File: src/rtl/chess_pkg.sv
// Shared chess board definitions: piece codes, square/glyph colours, board geometry
// and the per-pixel colour rule used by the square painter.
package chess_pkg;

  localparam logic [3:0] EMPTY    = 4'd0;
  localparam logic [3:0] B_PAWN   = 4'd1;
  localparam logic [3:0] B_KNIGHT = 4'd2;
  localparam logic [3:0] B_BISHOP = 4'd3;
  localparam logic [3:0] B_ROOK   = 4'd4;
  localparam logic [3:0] B_QUEEN  = 4'd5;
  localparam logic [3:0] B_KING   = 4'd6;
  localparam logic [3:0] W_PAWN   = 4'd7;
  localparam logic [3:0] W_KNIGHT = 4'd8;
  localparam logic [3:0] W_BISHOP = 4'd9;
  localparam logic [3:0] W_ROOK   = 4'd10;
  localparam logic [3:0] W_QUEEN  = 4'd11;
  localparam logic [3:0] W_KING   = 4'd12;

  localparam logic [2:0] LIGHT_SQ = 3'b111;
  localparam logic [2:0] DARK_SQ  = 3'b010;
  localparam logic [2:0] BLACK_PC = 3'b001;
  localparam logic [2:0] WHITE_PC = 3'b100;

  localparam int TILE_DEF     = 15;
  localparam int BOARD_X0_DEF = 20;

  typedef enum logic [1:0] {IDLE, DRAW, DONE} draw_state_e;

  // Codes outside 1..12 (empty or invalid) paint only the square background.
  function automatic logic [2:0] pixel_colour(input logic [2:0] sx, input logic [2:0] sy,
                                              input int px, input int py,
                                              input logic [3:0] pc,
                                              input int tile, input int inset);
    logic glyph;
    glyph = (px >= inset) && (px <= tile - 1 - inset) &&
            (py >= inset) && (py <= tile - 1 - inset);
    if (glyph && pc >= B_PAWN && pc <= B_KING) return BLACK_PC;
    if (glyph && pc >= W_PAWN && pc <= W_KING) return WHITE_PC;
    return (sx[0] ^ sy[0]) ? DARK_SQ : LIGHT_SQ;
  endfunction

endpackage

File: src/rtl/square_drawer_if.sv
// VGA adapter plot bus: one registered pixel write per strobe.
interface square_drawer_if;
  logic [7:0] vga_x;
  logic [6:0] vga_y;
  logic [2:0] vga_colour;
  logic       vga_plot;

  modport master (output vga_x, vga_y, vga_colour, vga_plot);
  modport slave  (input  vga_x, vga_y, vga_colour, vga_plot);
endinterface

File: src/rtl/board_ram.sv
// 64x4 board register file: async clear, synchronous write, asynchronous read.
module board_ram (
  input  logic       clk,
  input  logic       rst_n,
  input  logic       we,
  input  logic [5:0] wr_idx,
  input  logic [3:0] wr_data,
  input  logic [5:0] rd_idx,
  output logic [3:0] rd_data
);

  logic [3:0] mem_q [64];
  logic [3:0] mem_d [64];

  always_comb begin
    mem_d = mem_q;
    if (we) mem_d[wr_idx] = wr_data;
  end

  always_ff @(posedge clk or negedge rst_n) begin
    if (!rst_n) mem_q <= '{default: '0};
    else        mem_q <= mem_d;
  end

  assign rd_data = mem_q[rd_idx];

endmodule

File: src/rtl/square_drawer.sv
// Stores a piece into the board memory and repaints its square, one registered
// pixel per clock in row-major order.
module square_drawer
  import chess_pkg::*;
#(
  parameter int TILE     = TILE_DEF,
  parameter int BOARD_X0 = BOARD_X0_DEF,
  parameter int INSET    = 3
) (
  input  logic             clk,
  input  logic             resetn,
  input  logic             start,
  input  logic [2:0]       sq_x,
  input  logic [2:0]       sq_y,
  input  logic [3:0]       piece,
  input  logic [2:0]       rd_x,
  input  logic [2:0]       rd_y,
  output logic [3:0]       rd_piece,
  output logic             busy,
  output logic             done,
  square_drawer_if.master  vga
);

  localparam int CW = $clog2(TILE);
  localparam logic [CW-1:0] LAST = CW'(TILE - 1);

  draw_state_e   state_q, state_d;
  logic [2:0]    sx_q, sx_d, sy_q, sy_d;
  logic [3:0]    pc_q, pc_d;
  logic [CW-1:0] px_q, px_d, py_q, py_d;
  logic [7:0]    x_q, x_d;
  logic [6:0]    y_q, y_d;
  logic [2:0]    col_q, col_d;
  logic          plot_q, plot_d;
  logic          we;

  // Pixel about to be registered onto the bus (the latched square, or the new request)
  logic [2:0]    psx, psy;
  logic [3:0]    ppc;
  logic [CW-1:0] ppx, ppy;

  always_comb begin
    state_d = state_q;
    sx_d    = sx_q;
    sy_d    = sy_q;
    pc_d    = pc_q;
    px_d    = px_q;
    py_d    = py_q;
    plot_d  = 1'b0;
    we      = 1'b0;
    psx     = sx_q;
    psy     = sy_q;
    ppc     = pc_q;
    ppx     = px_q;
    ppy     = py_q;
    case (state_q)
      IDLE: if (start) begin
        sx_d    = sq_x;
        sy_d    = sq_y;
        pc_d    = piece;
        px_d    = '0;
        py_d    = '0;
        we      = 1'b1;
        plot_d  = 1'b1;
        psx     = sq_x;
        psy     = sq_y;
        ppc     = piece;
        ppx     = '0;
        ppy     = '0;
        state_d = DRAW;
      end
      DRAW: begin
        if (px_q == LAST && py_q == LAST) begin
          state_d = DONE;
        end else begin
          plot_d = 1'b1;
          if (px_q == LAST) begin
            px_d = '0;
            py_d = py_q + 1'b1;
          end else begin
            px_d = px_q + 1'b1;
          end
          ppx = px_d;
          ppy = py_d;
        end
      end
      DONE:    state_d = IDLE;
      default: state_d = IDLE;
    endcase

    x_d   = x_q;
    y_d   = y_q;
    col_d = col_q;
    if (plot_d) begin
      x_d   = 8'(BOARD_X0) + 8'(TILE) * 8'(psx) + 8'(ppx);
      y_d   = 7'(8'(TILE) * 8'(psy) + 8'(ppy));
      col_d = pixel_colour(psx, psy, int'(ppx), int'(ppy), ppc, TILE, INSET);
    end
  end

  always_ff @(posedge clk or negedge resetn) begin
    if (!resetn) begin
      state_q <= IDLE;
      sx_q    <= '0;
      sy_q    <= '0;
      pc_q    <= '0;
      px_q    <= '0;
      py_q    <= '0;
      x_q     <= '0;
      y_q     <= '0;
      col_q   <= '0;
      plot_q  <= 1'b0;
    end else begin
      state_q <= state_d;
      sx_q    <= sx_d;
      sy_q    <= sy_d;
      pc_q    <= pc_d;
      px_q    <= px_d;
      py_q    <= py_d;
      x_q     <= x_d;
      y_q     <= y_d;
      col_q   <= col_d;
      plot_q  <= plot_d;
    end
  end

  board_ram u_ram (
    .clk     (clk),
    .rst_n   (resetn),
    .we      (we),
    .wr_idx  ({sq_y, sq_x}),
    .wr_data (piece),
    .rd_idx  ({rd_y, rd_x}),
    .rd_data (rd_piece)
  );

  assign busy           = (state_q != IDLE);
  assign done           = (state_q == DONE);
  assign vga.vga_x      = x_q;
  assign vga.vga_y      = y_q;
  assign vga.vga_colour = col_q;
  assign vga.vga_plot   = plot_q;

endmodule
File: src/flat_wrapper.sv
// flat-port wrapper written by rule: the top's interface ports become plain ports
module square_drawer_flat import chess_pkg::*;
#(
  parameter int TILE     = TILE_DEF,
  parameter int BOARD_X0 = BOARD_X0_DEF,
  parameter int INSET    = 3
)
  (clk, resetn, start, sq_x, sq_y, piece, rd_x, rd_y, rd_piece, busy, done, vga_vga_x, vga_vga_y, vga_vga_colour, vga_vga_plot);
  square_drawer_if vga_i ();
  input  logic clk;
  input  logic resetn;
  input  logic start;
  input  logic [2:0] sq_x;
  input  logic [2:0] sq_y;
  input  logic [3:0] piece;
  input  logic [2:0] rd_x;
  input  logic [2:0] rd_y;
  output logic [3:0] rd_piece;
  output logic busy;
  output logic done;
  output wire logic [$bits(vga_i.vga_x)-1:0] vga_vga_x;
  output wire logic [$bits(vga_i.vga_y)-1:0] vga_vga_y;
  output wire logic [$bits(vga_i.vga_colour)-1:0] vga_vga_colour;
  output wire logic [$bits(vga_i.vga_plot)-1:0] vga_vga_plot;
  assign vga_vga_x = vga_i.vga_x;
  assign vga_vga_y = vga_i.vga_y;
  assign vga_vga_colour = vga_i.vga_colour;
  assign vga_vga_plot = vga_i.vga_plot;
  square_drawer #(.TILE(TILE), .BOARD_X0(BOARD_X0), .INSET(INSET)) u_core (.clk(clk), .resetn(resetn), .start(start), .sq_x(sq_x), .sq_y(sq_y), .piece(piece), .rd_x(rd_x), .rd_y(rd_y), .rd_piece(rd_piece), .busy(busy), .done(done), .vga(vga_i));
endmodule
File: config.mk
export PLATFORM = sky130hd
export DESIGN_NAME = square_drawer_flat
export DESIGN_NICKNAME = d
export VERILOG_FILES = /design/src/rtl/chess_pkg.sv /design/src/rtl/square_drawer_if.sv /design/src/rtl/board_ram.sv /design/src/rtl/square_drawer.sv /design/src/flat_wrapper.sv
export SDC_FILE = /design/constraint.sdc
export NUM_CORES = 1
export LEC_CHECK = 0
export ABC_CLOCK_PERIOD_IN_PS = 4100
export BUFFER_PORTS_ARGS = -buffer_cell sky130_fd_sc_hd__buf_2
export CAP_MARGIN = 40
export CORE_UTILIZATION = 29
export CTS_CLUSTER_DIAMETER = 30
export DETAILED_ROUTE_END_ITERATION = 7
export PLACE_DENSITY = 0.5
export REMOVE_ABC_BUFFERS = 1
export SLEW_MARGIN = 20
export SYNTH_ARGS = -nofsm -noshare
export SYNTH_HDL_FRONTEND = slang
export SYNTH_SLANG_ARGS = --single-unit
File: constraint.sdc
create_clock -name clk -period 4.1 [get_ports clk]
set_input_delay 0.41 -clock clk [delete_from_list [all_inputs] [get_ports clk]]
set_output_delay 0.41 -clock clk [all_outputs]
set_load 0.05 [all_outputs]
==> results by group <==
Floorplan
  • Io pins: 44
  • Initial Utilization: 29.4%
  • Die area: just over 0.05 mm^2
  • FP Rows: 81
  • Chip height: 225 um
  • Core Box Area: 0.0490 mm^2
  • Die W: 225 um

GRT
  • Initial antenna violation count: 2
  • Grt ovf: 0
  • Pin count of the biggest net entering global routing: 95
  • Vias in the first global route: 9496
  • First-pass GRT wire length: approximately 58000 um
  • All-Layer GR Usage: 15.1%

Timing
  • Fin. Hold Viols: 0
  • Slew headroom: 46.0%
  • Final setup fails: 0
  • Worst slew pin tran: roughly 0.81 ns
  • Final worst path period need: 3.82 ns
  • Setup Skew: 0.0254 ns
  • RSZ-0062 raised after global routing: no
  • Sum Neg Setup Slack: 0 ns
  • Fmax: between 0.2 and 0.3 GHz
  • Fin crit share: 93.2%
  • Max Slew Vio Count: 0

Yosys
  • Seq cells post-synth: 295
  • Synth Instances: 1004
  • Synth warnings: 0
  • Register area share after synthesis: between 50% and 60%
  • Synth area leader: dfrtp_1
  • Mean post-synth cell area: 14.3 um^2
  • Synth Cell Area: 0.0144 mm^2
  • Count leader, synth: dfrtp_1
  • Area contributors post-synth: dfrtp_1 51%, mux2_2 20%, mux4_2 13%
  • Synth top area share: between 50% and 60%
  • Most used DFF post-synth: dfrtp_1
  • EDFF count, synth: 0
  • Yosys cell types: 53
  • Top cells by count, synth: 295 x dfrtp_1, 259 x mux2_2, 88 x nand2_1
  • Post-synth ARST share: 100%

Finish
  • Cell area after layout: around 0.018 mm^2
  • N_diodes: 0
  • P&R area growth vs syn: 26.5%
  • Fillers: 4654
  • Share of cells above drive strength 1: around half
  • Nets: 1155
  • Final Non-Filler Cells: 1818

Worst setup path
  • Worst setup endpoint: u_core.vga.vga_x[6]
  • CP max-delay cell: fa_1
  • Crit Reg-Reg Endpoint: u_core.vga.vga_x[6]
  • Stages on worst setup path: 14
  • Crit. Startpoint: u_core.state_q[1]
  • Critical-path cell list: or3b_4, mux2i_1, ha_1, fa_1, inv_1, fa_1, ha_1, inv_1, fa_1, inv_1, a21o_1, a21oi_1, xor2_1, o21ai_0
  • Worst path top cell family by delay: adder cells
  • Largest stage delay on the critical path: about 0.53 ns
  • Buffers and inverters on the worst path: 3
  • R2R setup slack: ~0.28 ns
  • Worst R2R Start: u_core.state_q[1]
  • FF-to-FF path depth: 14
  • Critical Setup Path Class: reg -> reg
  • Worst EP required: 4.59 ns
  • Startpoint Class: flop
  • Crit path DAT: 4.31 ns
  • Crit. End Element: flop
  • CP Max Fanout: 9

Place
  • GPL Wtd Cong: 0.766
  • Placement-stage cell area: 0.0156 mm^2
  • Detailed placement HPWL: 23600 um
  • Placed insts: roughly 1700
  • Port Buf Inserts: 43

Route
  • Post-route ant nets: 0
  • DRC errors left: 0
  • Final wirelength: 36300 um
  • Drt via density: between 4 and 5
  • Routed wire length per instance: roughly 20 um
  • First DRT Iteration DRCs: 503
  • Pre-antenna DRT Iters: 6
  • Vias: approximately 8700

Clock tree
  • Clock Tree Buf Depth: 3
  • H-Tree Depth: 3
  • Total CTS buffers: 74
  • Sink Count: 295
  • Root buf cell: clkbuf_16
  • CTS tree: yes
  • Skew-Pair Late Insertion Delay: 0.57 ns
  • Worst-path clk slew: 0.04 ns

Power and ir drop
  • Logic pwr share: 14.3%
  • Sw power: 0.00298 W
  • Total power: 0.0109 W
  • Sequential share of power: 29.4%
  • Clock power share: a little under three fifths
  • Sw Ratio: 27.3%
  • Peak supply drop: 519 uV
  • Power per cell area: 599 mW/mm^2
  • Leakage: 8.66 nW
  • Pint: 0.00794 W

Min path
  • Hold WC Path Type: in -> reg

Job
  • MaxCap Viol Count: 0

Run status
  • Outcome: finished, final reports clean
==> flip-flops by register name, indices dropped and copies added (netlist names) <==
register and count:
u_core.u_ram.mem_q 256, u_core.vga.vga_x 8, u_core.vga.vga_y 7, u_core.pc_q 4, u_core.px_q 4, u_core.py_q 4
u_core.sx_q 3, u_core.sy_q 3, u_core.vga.vga_colour 3, u_core.state_q 2, u_core.vga.vga_plot 1
==> cell type report <==
class	count	area [um^2]	share of cell area (%)
inverter	28	105	0.577
clock buffer	91	2060	11.3
timing repair buffer	80	576	3.16
sequential	295	7380	40.5
multi-input combinational	618	6670	36.6
tap	664	831	4.56
clock inverter	42	588	3.23
==> worst min path at each step <==
stage	startpoint	endpoint	slack (ns)	depth (start not counted)
3_5_place_dp	u_core.vga.vga_y[0]	u_core.vga.vga_y[0]	0.46	2
4_1_cts	piece[0]	u_core.pc_q[0]	0.17	3
2_1_floorplan	resetn	u_core.pc_q[0]	0.11	0
3_3_place_gp	u_core.vga.vga_y[1]	u_core.vga.vga_y[1]	0.46	2
5_1_grt	piece[0]	u_core.pc_q[0]	0.19	3
6_report	piece[0]	u_core.pc_q[0]	0.20	3
==> cell usage in the layout, fill, tap and decap left out, drive strengths merged, types with 2 or more instances in the layout <==
master	synthesis	routed
clkinvlp	0	7
nor2	28	28
a31oi	3	3
nor3	7	7
mux2i	5	5
or2	2	2
and3	2	2
ha	28	28
o31ai	3	3
a21oi	9	9
inv	27	31
nor4	6	6
and3b	2	2
nand4	3	3
xnor2	4	4
clkinv	1	20
nand2b	4	4
fa	11	11
mux2	260	260
and2	4	4
buf	15	79
bufinv	0	12
or3	2	2
nand3b	2	2
and4	2	2
o21bai	3	3
a21o	6	6
o21ai	11	11
dfrtp	295	295
clkbuf	48	91
a22o	3	3
nor3b	4	4
nand3	6	6
nor2b	6	6
xor2	5	5
nand2	88	88
mux4	84	84
==> power groups by stage <==
stage               clock (W)  combinational [W]  sequential, W
floorplan                   0           0.000779        0.00351
detailed placement          0            0.00159        0.00324
global route          0.00643            0.00176        0.00322
global placement            0            0.00158        0.00324
CTS                   0.00627            0.00159        0.00320
finish                0.00615            0.00156        0.00320
==> worst register-to-register path, stage by stage, from the launching register on <==
cell and delay (ns):
dfrtp_1 0.47, or3b_4 0.47, mux2i_1 0.25, ha_1 0.31
fa_1 0.53, inv_1 0.06, fa_1 0.51, ha_1 0.18
inv_1 0.06, fa_1 0.39, inv_1 0.07, a21o_1 0.10
a21oi_1 0.07, xor2_1 0.14, o21ai_0 0.13
==> stage by stage <==
stage	utilization, %	hold WS, ns	setup WS (ns)
4_1_cts	37.2	0.169	0.226
3_5_place_dp	31.8	0.457	0.214
3_3_place_gp	31.7	0.457	0.215
6_report	37.2	0.197	0.280
2_1_floorplan	-	0.114	-0.158
5_1_grt	37.2	0.190	0.00615
==> routing by layer <==
layer,routed length [um],vias to the layer above,share of wire (%),track usage [%]
met5,16,-,0.044,0
met4,898,2,2.5,5.35
met3,1620,71,4.5,3.38
met2,16400,200,45,22.7
met1,17400,4523,48,21.2
li1,-,3897,-,-
==> kinds of logic (layout without fill, tap and decap cells) <==
group	Yosys count	after routing	share of synthesized area [%]
buf+inv	91	241	2.45
xor+xnor	9	9	0.547
mux	349	349	33.8
compound gates	49	49	2.30
flops	295	295	51.3
fa+ha+maj	39	39	3.96
simple gates	172	172	5.61
==> repair_timing <==
action / 4_1_cts / 5_1_grt
endpoints found under the hold margin: 90 / 0
setup endpoints to repair: 0 / 3
hold buffers: 1 / 0
resized for setup: 0 / 1
setup buffers: 0 / 0
(Power assumes the default switching activity.)
